--- src/rtl/cic_up_s3_pkg.sv ---
// Shared definitions for the 3-stage CIC interpolator: phase counter width,
// stage mode selector and the phase-counter wrap helper.
package cic_up_s3_pkg;

  localparam int CIC_CNT_W = 16;

  typedef enum logic {
    STAGE_COMB  = 1'b0,
    STAGE_INTEG = 1'b1
  } stage_mode_e;

  function automatic logic [CIC_CNT_W-1:0] next_count(
    input logic [CIC_CNT_W-1:0] cur,
    input logic [CIC_CNT_W-1:0] last
  );
    logic [CIC_CNT_W-1:0] nxt;
    if (cur == last) begin
      nxt = {CIC_CNT_W{1'b0}};
    end else begin
      nxt = cur + {{(CIC_CNT_W-1){1'b0}}, 1'b1};
    end
    return nxt;
  endfunction

endpackage

--- src/rtl/cic_up_s3_stage.sv ---
// One CIC section: a delay register with its own enable plus an adder (integrator)
// or subtractor (comb). All arithmetic wraps modulo 2^W.
module cic_stage
  import cic_up_s3_pkg::*;
#(
  parameter int          W    = 19,
  parameter stage_mode_e MODE = STAGE_COMB
) (
  input  logic         clk,
  input  logic         reset,
  input  logic         en,
  input  logic [W-1:0] din,
  output logic [W-1:0] dout
);

  logic [W-1:0] dly;
  logic [W-1:0] dly_next;

  // comb: out = in - delayed in; integrator: out is the running sum register
  always_comb begin
    dly_next = din;
    dout     = din - dly;
    if (MODE == STAGE_INTEG) begin
      dly_next = dly + din;
      dout     = dly;
    end else begin
      dly_next = din;
      dout     = din - dly;
    end
  end

  // delay / accumulator register
  always_ff @(posedge clk or posedge reset) begin
    if (reset) begin
      dly <= {W{1'b0}};
    end else if (en) begin
      dly <= dly_next;
    end
  end

endmodule

--- src/rtl/cic_up_s3.sv ---
// 3-stage CIC interpolator: low-rate combs, zero-stuffing by FACTOR, high-rate
// integrators, registered output with a registered enable marker.
module cic_up_s3
  import cic_up_s3_pkg::*;
#(
  parameter int FACTOR       = 10,
  parameter int INPUT_WIDTH  = 12,
  parameter int OUTPUT_WIDTH = 19
) (
  input  logic                    clk,
  input  logic                    reset,
  input  logic                    clk_enable,
  input  logic [INPUT_WIDTH-1:0]  filter_in,
  output logic                    in_strobe,
  output logic [OUTPUT_WIDTH-1:0] filter_out,
  output logic                    ce_out
);

  localparam logic [CIC_CNT_W-1:0] LAST_COUNT = CIC_CNT_W'(FACTOR - 1);
  localparam logic [CIC_CNT_W-1:0] ONE_COUNT  = CIC_CNT_W'(1);

  logic [CIC_CNT_W-1:0]    cur_count;
  logic                    phase_0;
  logic                    phase_1;
  logic [INPUT_WIDTH-1:0]  in_reg;
  logic [OUTPUT_WIDTH-1:0] in_ext;
  logic [OUTPUT_WIDTH-1:0] zero_stuff;
  logic [OUTPUT_WIDTH-1:0] comb_data  [0:3];
  logic [OUTPUT_WIDTH-1:0] integ_data [0:3];

  assign phase_0   = clk_enable && (cur_count == {CIC_CNT_W{1'b0}});
  assign phase_1   = clk_enable && (cur_count == ONE_COUNT);
  assign in_strobe = phase_0;
  assign in_ext    = {{(OUTPUT_WIDTH-INPUT_WIDTH){in_reg[INPUT_WIDTH-1]}}, in_reg};

  // phase counter and input capture
  always_ff @(posedge clk or posedge reset) begin
    if (reset) begin
      cur_count <= {CIC_CNT_W{1'b0}};
      in_reg    <= {INPUT_WIDTH{1'b0}};
    end else if (clk_enable) begin
      cur_count <= next_count(cur_count, LAST_COUNT);
      if (phase_0) begin
        in_reg <= filter_in;
      end
    end
  end

  // combs see the freshly captured sample during count 1 and latch it on that edge
  assign comb_data[0] = in_ext;
  for (genvar k = 0; k < 3; k++) begin : g_comb
    cic_stage #(.W(OUTPUT_WIDTH), .MODE(STAGE_COMB)) u_comb (
      .clk   (clk),
      .reset (reset),
      .en    (phase_1),
      .din   (comb_data[k]),
      .dout  (comb_data[k+1])
    );
  end

  // zero-stuffing: one comb result per FACTOR high-rate cycles
  always_comb begin
    zero_stuff = {OUTPUT_WIDTH{1'b0}};
    if (cur_count == ONE_COUNT) begin
      zero_stuff = comb_data[3];
    end else begin
      zero_stuff = {OUTPUT_WIDTH{1'b0}};
    end
  end

  assign integ_data[0] = zero_stuff;
  for (genvar k = 0; k < 3; k++) begin : g_integ
    cic_stage #(.W(OUTPUT_WIDTH), .MODE(STAGE_INTEG)) u_integ (
      .clk   (clk),
      .reset (reset),
      .en    (clk_enable),
      .din   (integ_data[k]),
      .dout  (integ_data[k+1])
    );
  end

  // output register and enable marker
  always_ff @(posedge clk or posedge reset) begin
    if (reset) begin
      filter_out <= {OUTPUT_WIDTH{1'b0}};
      ce_out     <= 1'b0;
    end else begin
      ce_out <= clk_enable;
      if (clk_enable) begin
        filter_out <= integ_data[3];
      end
    end
  end

endmodule

--- config.mk ---
export PLATFORM = sky130hd
export DESIGN_NAME = cic_up_s3
export DESIGN_NICKNAME = d
export VERILOG_FILES = /design/src/rtl/cic_up_s3_pkg.sv /design/src/rtl/cic_up_s3_stage.sv /design/src/rtl/cic_up_s3.sv
export SDC_FILE = /design/constraint.sdc
export NUM_CORES = 1
export LEC_CHECK = 0
export BUFFER_PORTS_ARGS = -buffer_cell sky130_fd_sc_hd__buf_2
export CAP_MARGIN = 20
export CORE_MARGIN = 8
export CORE_UTILIZATION = 40
export DETAILED_ROUTE_END_ITERATION = 8
export HOLD_SLACK_MARGIN = 0.15
export SLEW_MARGIN = 40
export SYNTH_ARGS = -nofsm -noshare
export SYNTH_HDL_FRONTEND = slang
export SYNTH_HIERARCHICAL = 1
export SYNTH_SLANG_ARGS = --single-unit
--- constraint.sdc ---
create_clock -name clk -period 6.3 [get_ports clk]
set_clock_uncertainty 0.2 [all_clocks]
set_input_delay 0 -clock clk [delete_from_list [all_inputs] [get_ports clk]]
set_output_delay 0 -clock clk [all_outputs]
set_load 0.05 [all_outputs]
### Word-level counts from Yosys, hierarchy flattened

Index checks and enable logic that the tools add are counted.

| storage, ports and cells | value |
|---|---|
| input port bits | 15 |
| bits in registers | 155 |
| logic and storage cells | 25 |
| output and inout bits | 21 |

| operators by class | value |
|---|---|
| $add $sub $neg | 7 |
| equal/unequal tests | 2 |
| reduce and logical (&&, ||, !) cells | 4 |
| mux-type cells | 2 |

Operator list:

| operator | count |
|---|---|
| 19-bit adder | 3 |
| 19-bit subtractor | 2 |
| 19-bit 2-to-1 mux | 1 |
| 16-bit by 1-bit adder with 16-bit output (second input constant) | 1 |
| 16-bit by 1-bit equality test with 1-bit output (second input constant) | 1 |
| 16-bit by 4-bit equality test with 1-bit output (second input constant) | 1 |
| 16-bit zero test | 1 |
| 16-bit 2-to-1 mux | 1 |
| 12-bit by 12-bit subtractor with 13-bit output | 1 |
| 1-bit logical AND | 2 |
| 2-bit AND reduction | 1 |

### Depth between registers and ports, before layout

Gate-level depths: netlist of the first run.

| logic depth | value |
|---|---|
| depth in word-level cells | 5 |
| gate-level depth with buffers | 31 |
| depth with buffers taken out | 30 |

### By module

Netlist of the first run, hierarchy kept.

Modules (own cells, without submodules):

| module | instances | area an instance (sq um) | sequential area each (sq um) | cells each |
|---|---|---|---|---|
| cic_stage at g_integ[0].u_integ ... | 2 | 1796.7 | 475.5 | 209 |
| cic_stage at g_comb[1].u_comb ... | 2 | 1594.0 | 475.5 | 190 |
| cic_up_s3 | 1 | 2185.8 | 1201.2 | 168 |
| cic_stage at g_comb[0].u_comb | 1 | 1710.4 | 475.5 | 213 |
| cic_stage at g_integ[2].u_integ | 1 | 1620.3 | 475.5 | 175 |

### Worst setup path before layout of the first run

Ideal clock, no wire load.

| timing | value |
|---|---|
| path type | flip-flop to flip-flop |
| from | register in_reg[0] |
| to | register g_integ[0].u_integ.dly[18] |
| path buffers | 1 |
| period minus slack after synthesis | 5.920 ns |
| data arrival time | 5.591 ns |
| setup slack | 0.380 ns |
| cell stages (with the launch flop) | 30 |
| setup time | 0.129 ns |
| required time | 5.971 ns |
| path through | dfrtp_1 > inv_1 > ha_1 > inv_1 > fa_1 > a21o_1 > a221oi_4 > o21ai_1 > xor2_1 > ha_1 > a21oi_1 > o21ai_0 > a41o_4 > a31oi_1 > xnor2_1 > ha_1 > buf_2 > nand2_1 > nor3_1 > nand3_1 > o211ai_1 > xor2_1 > and2_1 > ha_1 > and3_1 > nand2_1 > nor4_1 > nand2_1 > o211a_1 > a2111o_1 |

RTL lines:

| item | line | RTL |
|---|---|---|
| from (decl) | cic_up_s3.sv:25 | `logic [INPUT_WIDTH-1:0] in_reg;` |
| from (signal assigned) | cic_up_s3.sv:40 | `in_reg <= {INPUT_WIDTH{1'b0}};` |
| from (signal assigned) | cic_up_s3.sv:44 | `in_reg <= filter_in;` |
| to (signal assigned) | cic_up_s3_stage.sv:35 | `dly <= {W{1'b0}};` |
| to (signal assigned) | cic_up_s3_stage.sv:37 | `dly <= dly_next;` |
| to (decl) | cic_up_s3_stage.sv:16 | `logic [W-1:0] dly;` |

==> results.tsv, run 1 <==
stage	metric	value	unit
sta	Tmin final	6.01	ns
placed_design	Setup Slack @ Placement	-0.00142	ns
sta	Final Hold Fails	0	
synth	Gate Count Post-Synth	1354	
hold_path	Hold WC Path Type	register to register	
synth	Yosys reg bits	162	
critical_path	Reg2Reg Depth	27	
cells_and_area	NumNets Final	1544	
floorplan	Die X	191	um
critical_path	Worst setup SP type	register	
global_route	largest net degree at the start of global routing	109	
placed_design	DP Cell Count	1754	
power_and_ir_drop	worst vdd ir	246	uV
power_and_ir_drop	cell leakage power	6.77	nW
sta	Final Cycle Share	0.953	
critical_path	WS Path Type	register to register	
cells_and_area	final core utilization	0.466	
drt	Post-DRT Antenna Nets	0	
drt	Via-to-Cell Ratio	5.37	
cts	CTS Buffer Depth	2	
cts	CTS buffer count	17	
global_route	first-pass GRT wire length	47.3	mm
synth	Ys Warns	6	
sta	actual transition at the worst max-transition pin	0.782	ns
critical_path	worst path arrival time	6.09	ns
sta	Slew Limit Fails	0	
critical_path	Worst Path Required	6.38	ns
flow_run	Max Cap Viol	0	
floorplan	Ports	36	
cells_and_area	Synth-to-Final Area Change	15.3	%
run_status	status	complete, no violations	
cts	CTS root buffer	clkbuf_16	
global_route	antenna violations before repair	0	
cts	clock edge transition at the registers on the reported setup and hold paths	0.07	ns
critical_path	CP Max Fanout	7	
hold_path	Hold Path Stages	1	
critical_path	Crit. End Element	register	
synth	Post-synth ARST share	1.00	
synth	Mapped Nets	1486	
synth	Main synth FF type	dfrtp_1	
sta	fmax	0.167	GHz
floorplan	Initial Util	0.404	
synth	Mapped Area	12300	um2
global_route	vias in the first global route	9680	
drt	total number of vias	9778	
placed_design	GP Congestion	0.901	
global_route	Overall Global Routing Usage	0.155	
sta	Max-slew headroom	0.477	
cts	CTS H-tree lvls	4	
synth	Avg Inst Size Synth	9.08	um2
cells_and_area	layout cells sized above 1	0.183	
drt	DRT Wirelength	28.2	mm
placed_design	Post-DP HPWL	20.9	mm
floorplan	die height	191	um
cts	Skew-Pair Late Insertion Delay	0.44	ns
sta	Final WS setup	0.295	ns
global_route	GRT overflow	0	
drt	First-pass DRT Iterations	5	
drt	DRC Markers	0	
placed_design	PortBufs	35	
cells_and_area	Finished Layout Cells	1821	
cts	Sink Count	162	
cells_and_area	antenna cell count	0	
floorplan	Cell Rows	64	
cts	CTS tree	built	
synth	EDFF count, synth	0	
synth	Synth cell types	86	
floorplan	CORE AREA	30400	um2
sta	Final setup viols	0	
power_and_ir_drop	Pwr Total	0.00440	W
synth	sequential fraction of the synthesis area	0.330	
sta	post-route setup TNS	0	ns
drt	routed len/inst	15.5	um
floorplan	DIE AREA	36600	um2
power_and_ir_drop	Power Dens Cells	311	nW/um2
drt	Detailed Route Iter0 Violations	499	
==> worst paths after layout <==
check	from	end	slack, ns
max	in_reg[0]$_DFFE_PP0P_	g_integ[0].u_integ/dout[16]$_DFFE_PP0P_	0.29
min	g_integ[2].u_integ/dout[18]$_DFFE_PP0P_	g_integ[2].u_integ/dout[18]$_DFFE_PP0P_	0.27
max reg2reg	in_reg[0]$_DFFE_PP0P_	g_integ[0].u_integ/dout[16]$_DFFE_PP0P_	0.29
min reg2reg	g_integ[2].u_integ/dout[18]$_DFFE_PP0P_	g_integ[2].u_integ/dout[18]$_DFFE_PP0P_	0.27
max in group asynchronous	reset	in_reg[11]$_DFFE_PP0P_	4.20
min in group asynchronous	reset	g_comb[0].u_comb/dly[1]$_DFFE_PP0P_	0.55
==> cells in the mapped netlist, types with 32 or more instances <==
cell type | number | share of area
dfrtp_1 | 162 | 0.33
nand2_1 | 141 | 0.043
ha_1 | 111 | 0.11
inv_1 | 95 | 0.029
o21ai_0 | 93 | 0.038
a21oi_1 | 91 | 0.037
nor2_1 | 61 | 0.019
mux2_2 | 50 | 0.046
xor2_1 | 47 | 0.033
xnor2_1 | 46 | 0.033
nand3_1 | 41 | 0.017
a21o_1 | 32 | 0.020
clkbuf_1 | 32 | 0.0098
==> stage by stage <==
| stage | area [um2] | hold slack, ns |
|---|---|---|
| after global placement | 12900 | 0.0304 |
| after floorplan | 12300 | -0.249 |
| after detailed placement | 12900 | -0.0539 |
| after global routing | 14200 | 0.312 |
| after CTS | 13800 | 0.270 |
| final | 14200 | 0.274 |
==> layout by cell type (no fill, tap or decap), drive strengths merged, types with 47 or more instances in the layout <==
| cell | Yosys | final |
|---|---|---|
| o21ai | 102 | 102 |
| nand2 | 143 | 143 |
| xor2 | 47 | 47 |
| dfrtp | 162 | 162 |
| ha | 111 | 111 |
| inv | 96 | 99 |
| buf | 21 | 67 |
| nor2 | 61 | 61 |
| a21oi | 99 | 99 |
| mux2 | 63 | 63 |
==> worst max-delay path, cell delays in order, from the launching register on <==
cell and delay [ns]:
dfrtp_1 0.39, inv_1 0.07, ha_2 0.17, inv_1 0.05
fa_2 0.34, a21o_1 0.23, a21oi_2 0.15, xnor2_1 0.15
ha_1 0.32, a21o_1 0.23, a221oi_2 0.29, nor2_1 0.13
nor2b_2 0.18, xnor2_1 0.19, ha_2 0.38, a21oi_2 0.16
o21ai_0 0.11, a41o_4 0.28, a31oi_1 0.21, xnor2_1 0.13
and2_1 0.18, ha_2 0.34, a21oi_4 0.16, o21ai_1 0.12
a221oi_2 0.32, nor3_1 0.08, a21oi_1 0.13, o311ai_0 0.15
==> cell families after synthesis <==
group                    after synthesis  share of synthesized area
AO/OA/AOI/OAI                        375                      0.209
XOR/XNOR                              93                     0.0662
adder cells (fa/ha/maj)              117                      0.123
buffers and inverters                154                     0.0508
flip-flops                           162                      0.330
multiplexers                          72                     0.0687
AND/OR/NAND/NOR                      381                      0.153
==> layer usage <==
metal | routed length, um | GRT usage | up-vias
met5 | 0 | 0 | -
met1 | 13300 | 0.199 | 4632
met2 | 13500 | 0.261 | 124
met3 | 835 | 0.0303 | 37
li1 | - | - | 4985
met4 | 535 | 0.0471 | 0
==> what timing repair did <==
item                                    CTS  global route
hold buffers                             28             0
pin swaps                                 0            26
hold endpoints to repair                214             0
setup buffers                             0             7
endpoints found under the setup margin    1             8
gates resized for setup                   5            62
==> cell type report <==
class / instances / area (um2)
clock buffers: 20 / 467
clock inverters: 12 / 166
fillers: 2908 / 16300
inverters: 98 / 370
multi-input cells: 1038 / 7920
flip-flops and latches: 162 / 4050
well taps: 396 / 495
repair buffers: 95 / 706
==> where the power goes <==
part	switching, W	internal (W)	total, W
sequential	0.000188	0.00125	0.00144
combinational	0.00107	0.000768	0.00183
clock	0.000467	0.000663	0.00113
Note: power is estimated with default switching activity, not from simulation.
==> inputs of run 2 (changes only) <==
REMOVE_ABC_BUFFERS = 1   (was unset)
SETUP_SLACK_MARGIN = 0.1   (was unset)
==> results.tsv, run 2 (synthesized netlist as in run 1, its figures left out) <==
stage	metric	value	unit	change
hold_path	Hold WC Path Type	register to register		
floorplan	CORE AREA	30400	um2	unchanged
cts	Skew-Pair Late Insertion Delay	0.45	ns	about the same
power_and_ir_drop	Power Dens Cells	303	nW/um2	-2.5%
critical_path	Crit. End Element	register		
global_route	Overall Global Routing Usage	0.160		+0.00452
cts	CTS buffer count	17		unchanged
global_route	antenna violations before repair	0		unchanged
critical_path	worst path arrival time	6.10	ns	about the same
drt	total number of vias	9904		+1.3%
floorplan	Initial Util	0.404		unchanged
cells_and_area	final instance area	14400	um2	+1.6%
global_route	largest net degree at the start of global routing	55		-50%
critical_path	CP Max Fanout	6		-1
floorplan	DIE AREA	36600	um2	unchanged
placed_design	Post-DP HPWL	21.3	mm	+2.1%
critical_path	crit path buf inv count	2		unchanged
global_route	GRT overflow	0		unchanged
drt	Via-to-Cell Ratio	5.40		+0.52%
sta	Final setup viols	0		unchanged
cts	clock edge transition at the registers on the reported setup and hold paths	0.07	ns	about the same
critical_path	crit path to	g_integ[0].u_integ/dout[18]$_DFFE_PP0P_		
global_route	vias in the first global route	9884		+2.1%
cells_and_area	most common cell after layout, fill and taps aside	dfrtp_1		
cts	CTS root buffer	clkbuf_16		
critical_path	reg-to-reg slack, setup	0.33	ns	+0.04 ns
critical_path	Worst setup SP type	register		
power_and_ir_drop	worst vdd ir	353	uV	+43%
cts	CTS Buffer Depth	2		unchanged
run_status	status	complete, no violations		
drt	Detailed Route Iter0 Violations	465		-6.8%
floorplan	die height	191	um	unchanged
drt	Post-DRT Antenna Nets	0		unchanged
critical_path	Reg2Reg Depth	28		+3.7%
sta	Final Hold Fails	0		unchanged
critical_path	stages on the worst setup path	28		+3.7%
placed_design	GP Congestion	0.912		+1.3%
flow_run	Max Cap Viol	0		unchanged
power_and_ir_drop	cell leakage power	6.88	nW	+1.5%
critical_path	crit path from	in_reg[0]$_DFFE_PP0P_		
placed_design	PortBufs	35		unchanged
critical_path	Worst path most repeated cell	a21oi_2		
critical_path	reg2reg start	in_reg[0]$_DFFE_PP0P_		
cts	CTS H-tree lvls	4		unchanged
floorplan	Ports	36		unchanged
sta	Final Cycle Share	0.948		-0.00571
cts	Sink Count	162		unchanged
cells_and_area	Fillers	2966		+2.0%
critical_path	Worst Path Required	6.43	ns	+0.05 ns
drt	DRT Wirelength	28.6	mm	+1.5%
cells_and_area	antenna cell count	0		unchanged
sta	fmax	0.168	GHz	+0.60%
sta	worst hold slack	0.260	ns	-0.0136 ns
sta	actual transition at the worst max-transition pin	0.811	ns	+0.0295 ns
drt	routed len/inst	15.6	um	+0.73%
sta	Tmin final	5.97	ns	-0.0360 ns
cells_and_area	layout cells sized above 1	0.204		+0.0212
critical_path	reg-to-reg endpoint	g_integ[0].u_integ/dout[18]$_DFFE_PP0P_		
cts	CTS tree	built		
drt	First-pass DRT Iterations	5		unchanged
floorplan	Die X	191	um	unchanged
critical_path	CP max stage delay	0.40	ns	about the same
critical_path	WS Path Type	register to register		
critical_path	CP max-delay cell	dfrtp_1		
global_route	first-pass GRT wire length	48.5	mm	+2.6%
placed_design	area post-placement	13000	um2	+0.44%
floorplan	Cell Rows	64		unchanged
cells_and_area	Synth-to-Final Area Change	17.1	%	
cells_and_area	highest-count cells in the layout ignoring fill and taps	dfrtp_1, nand2_1, ha_1		
critical_path	CP delay by family, top	compound AO/OA/AOI/OAI gates		
sta	Max-slew headroom	0.457		-0.0197
sta	Slew Limit Fails	0		unchanged
cells_and_area	NumNets Final	1558		+0.91%
drt	DRC Markers	0		unchanged
[run 2: changes by cell type in the layout (fill, tap and decap cells not counted), sizes merged]
cell      before  now
clkinvlp       4    3
clkinv         4    8
bufinv         3    2
buf           67   81
inv           99   98
clkbuf        20   19
[run 2: cell type report]
cell class,instances,area [um2],area share
clock buffers,19,453,0.0315
clock inverters,13,151,0.0105
inverters,98,370,0.0257
multi-input cells,1038,8070,0.560
flip-flops and latches,162,4050,0.282
well taps,396,495,0.0344
repair buffers,109,803,0.0558
[run 2: worst register-to-register path, delay by kind of cell (launching register included)]
kind	cells	cell delay [ns]
XOR/XNOR	3	0.52
flip-flops	1	0.40
adder cells (fa/ha/maj)	5	1.53
AO/OA/AOI/OAI	14	2.62
buffers and inverters	2	0.11
AND/OR/NAND/NOR	4	0.48
[run 2: layer usage]
metal,GRT usage,vias to the layer above,wire length [um]
li1,-,5012,-
met1,0.214,4712,14000
met4,0.0509,0,490
met2,0.255,144,13300
met3,0.0336,36,894
met5,0,-,0
[run 2: metrics by stage]
| stage | TNS, ns | setup WS [ns] | utilization | power [W] | instances |
|---|---|---|---|---|---|
| after floorplan | 0 | 0.395 | - | 0.00287 | 1298 |
| after global placement | 0 | 0.0132 | 0.426 | 0.00322 | 1762 |
| after detailed placement | -0.0499 | -0.0499 | 0.426 | 0.00326 | 1762 |
| after CTS | 0 | 0.0737 | 0.456 | 0.00439 | 1823 |
| after global routing | -0.0115 | -0.0115 | 0.473 | 0.00467 | 1835 |
| final | 0 | 0.331 | 0.473 | 0.00436 | 1835 |
[run 2: where the power goes]
group / leakage [nW] / switching, W / total, W / internal [W]
Combinational: 4.74 / 0.00108 / 0.00184 / 0.000768
Sequential: 1.84 / 0.000186 / 0.00144 / 0.00125
Clock: 0.288 / 0.000468 / 0.00108 / 0.000611
Total: 6.88 / 0.00173 / 0.00436 / 0.00263
[run 2: how the worst min path moves through the flow]
stage	start	endpoint	slack [ns]	depth (start not counted)
2_1_floorplan	reset	g_comb[0].u_comb/dly[0]$_DFFE_PP0P_	-0.25	1
3_3_place_gp	filter_in[1]	in_reg[1]$_DFFE_PP0P_	0.03	2
3_5_place_dp	reset	g_integ[1].u_integ/dout[0]$_DFFE_PP0P_	-0.05	2
4_1_cts	g_integ[2].u_integ/dout[18]$_DFFE_PP0P_	g_integ[2].u_integ/dout[18]$_DFFE_PP0P_	0.27	1
5_1_grt	g_integ[2].u_integ/dout[18]$_DFFE_PP0P_	g_integ[2].u_integ/dout[18]$_DFFE_PP0P_	0.31	1
6_report	g_integ[2].u_integ/dout[18]$_DFFE_PP0P_	g_integ[2].u_integ/dout[18]$_DFFE_PP0P_	0.26	1
[run 2: repair_timing]
| item | 4_1_cts | 5_1_grt |
|---|---|---|
| hold buffers | 28 | 0 |
| pin swaps | 2 | 28 |
| endpoints found under the setup margin | 6 | 9 |
| buffers inserted | 1 | 12 |
| endpoints found under the hold margin | 211 | 0 |
| resized for setup | 6 | 85 |
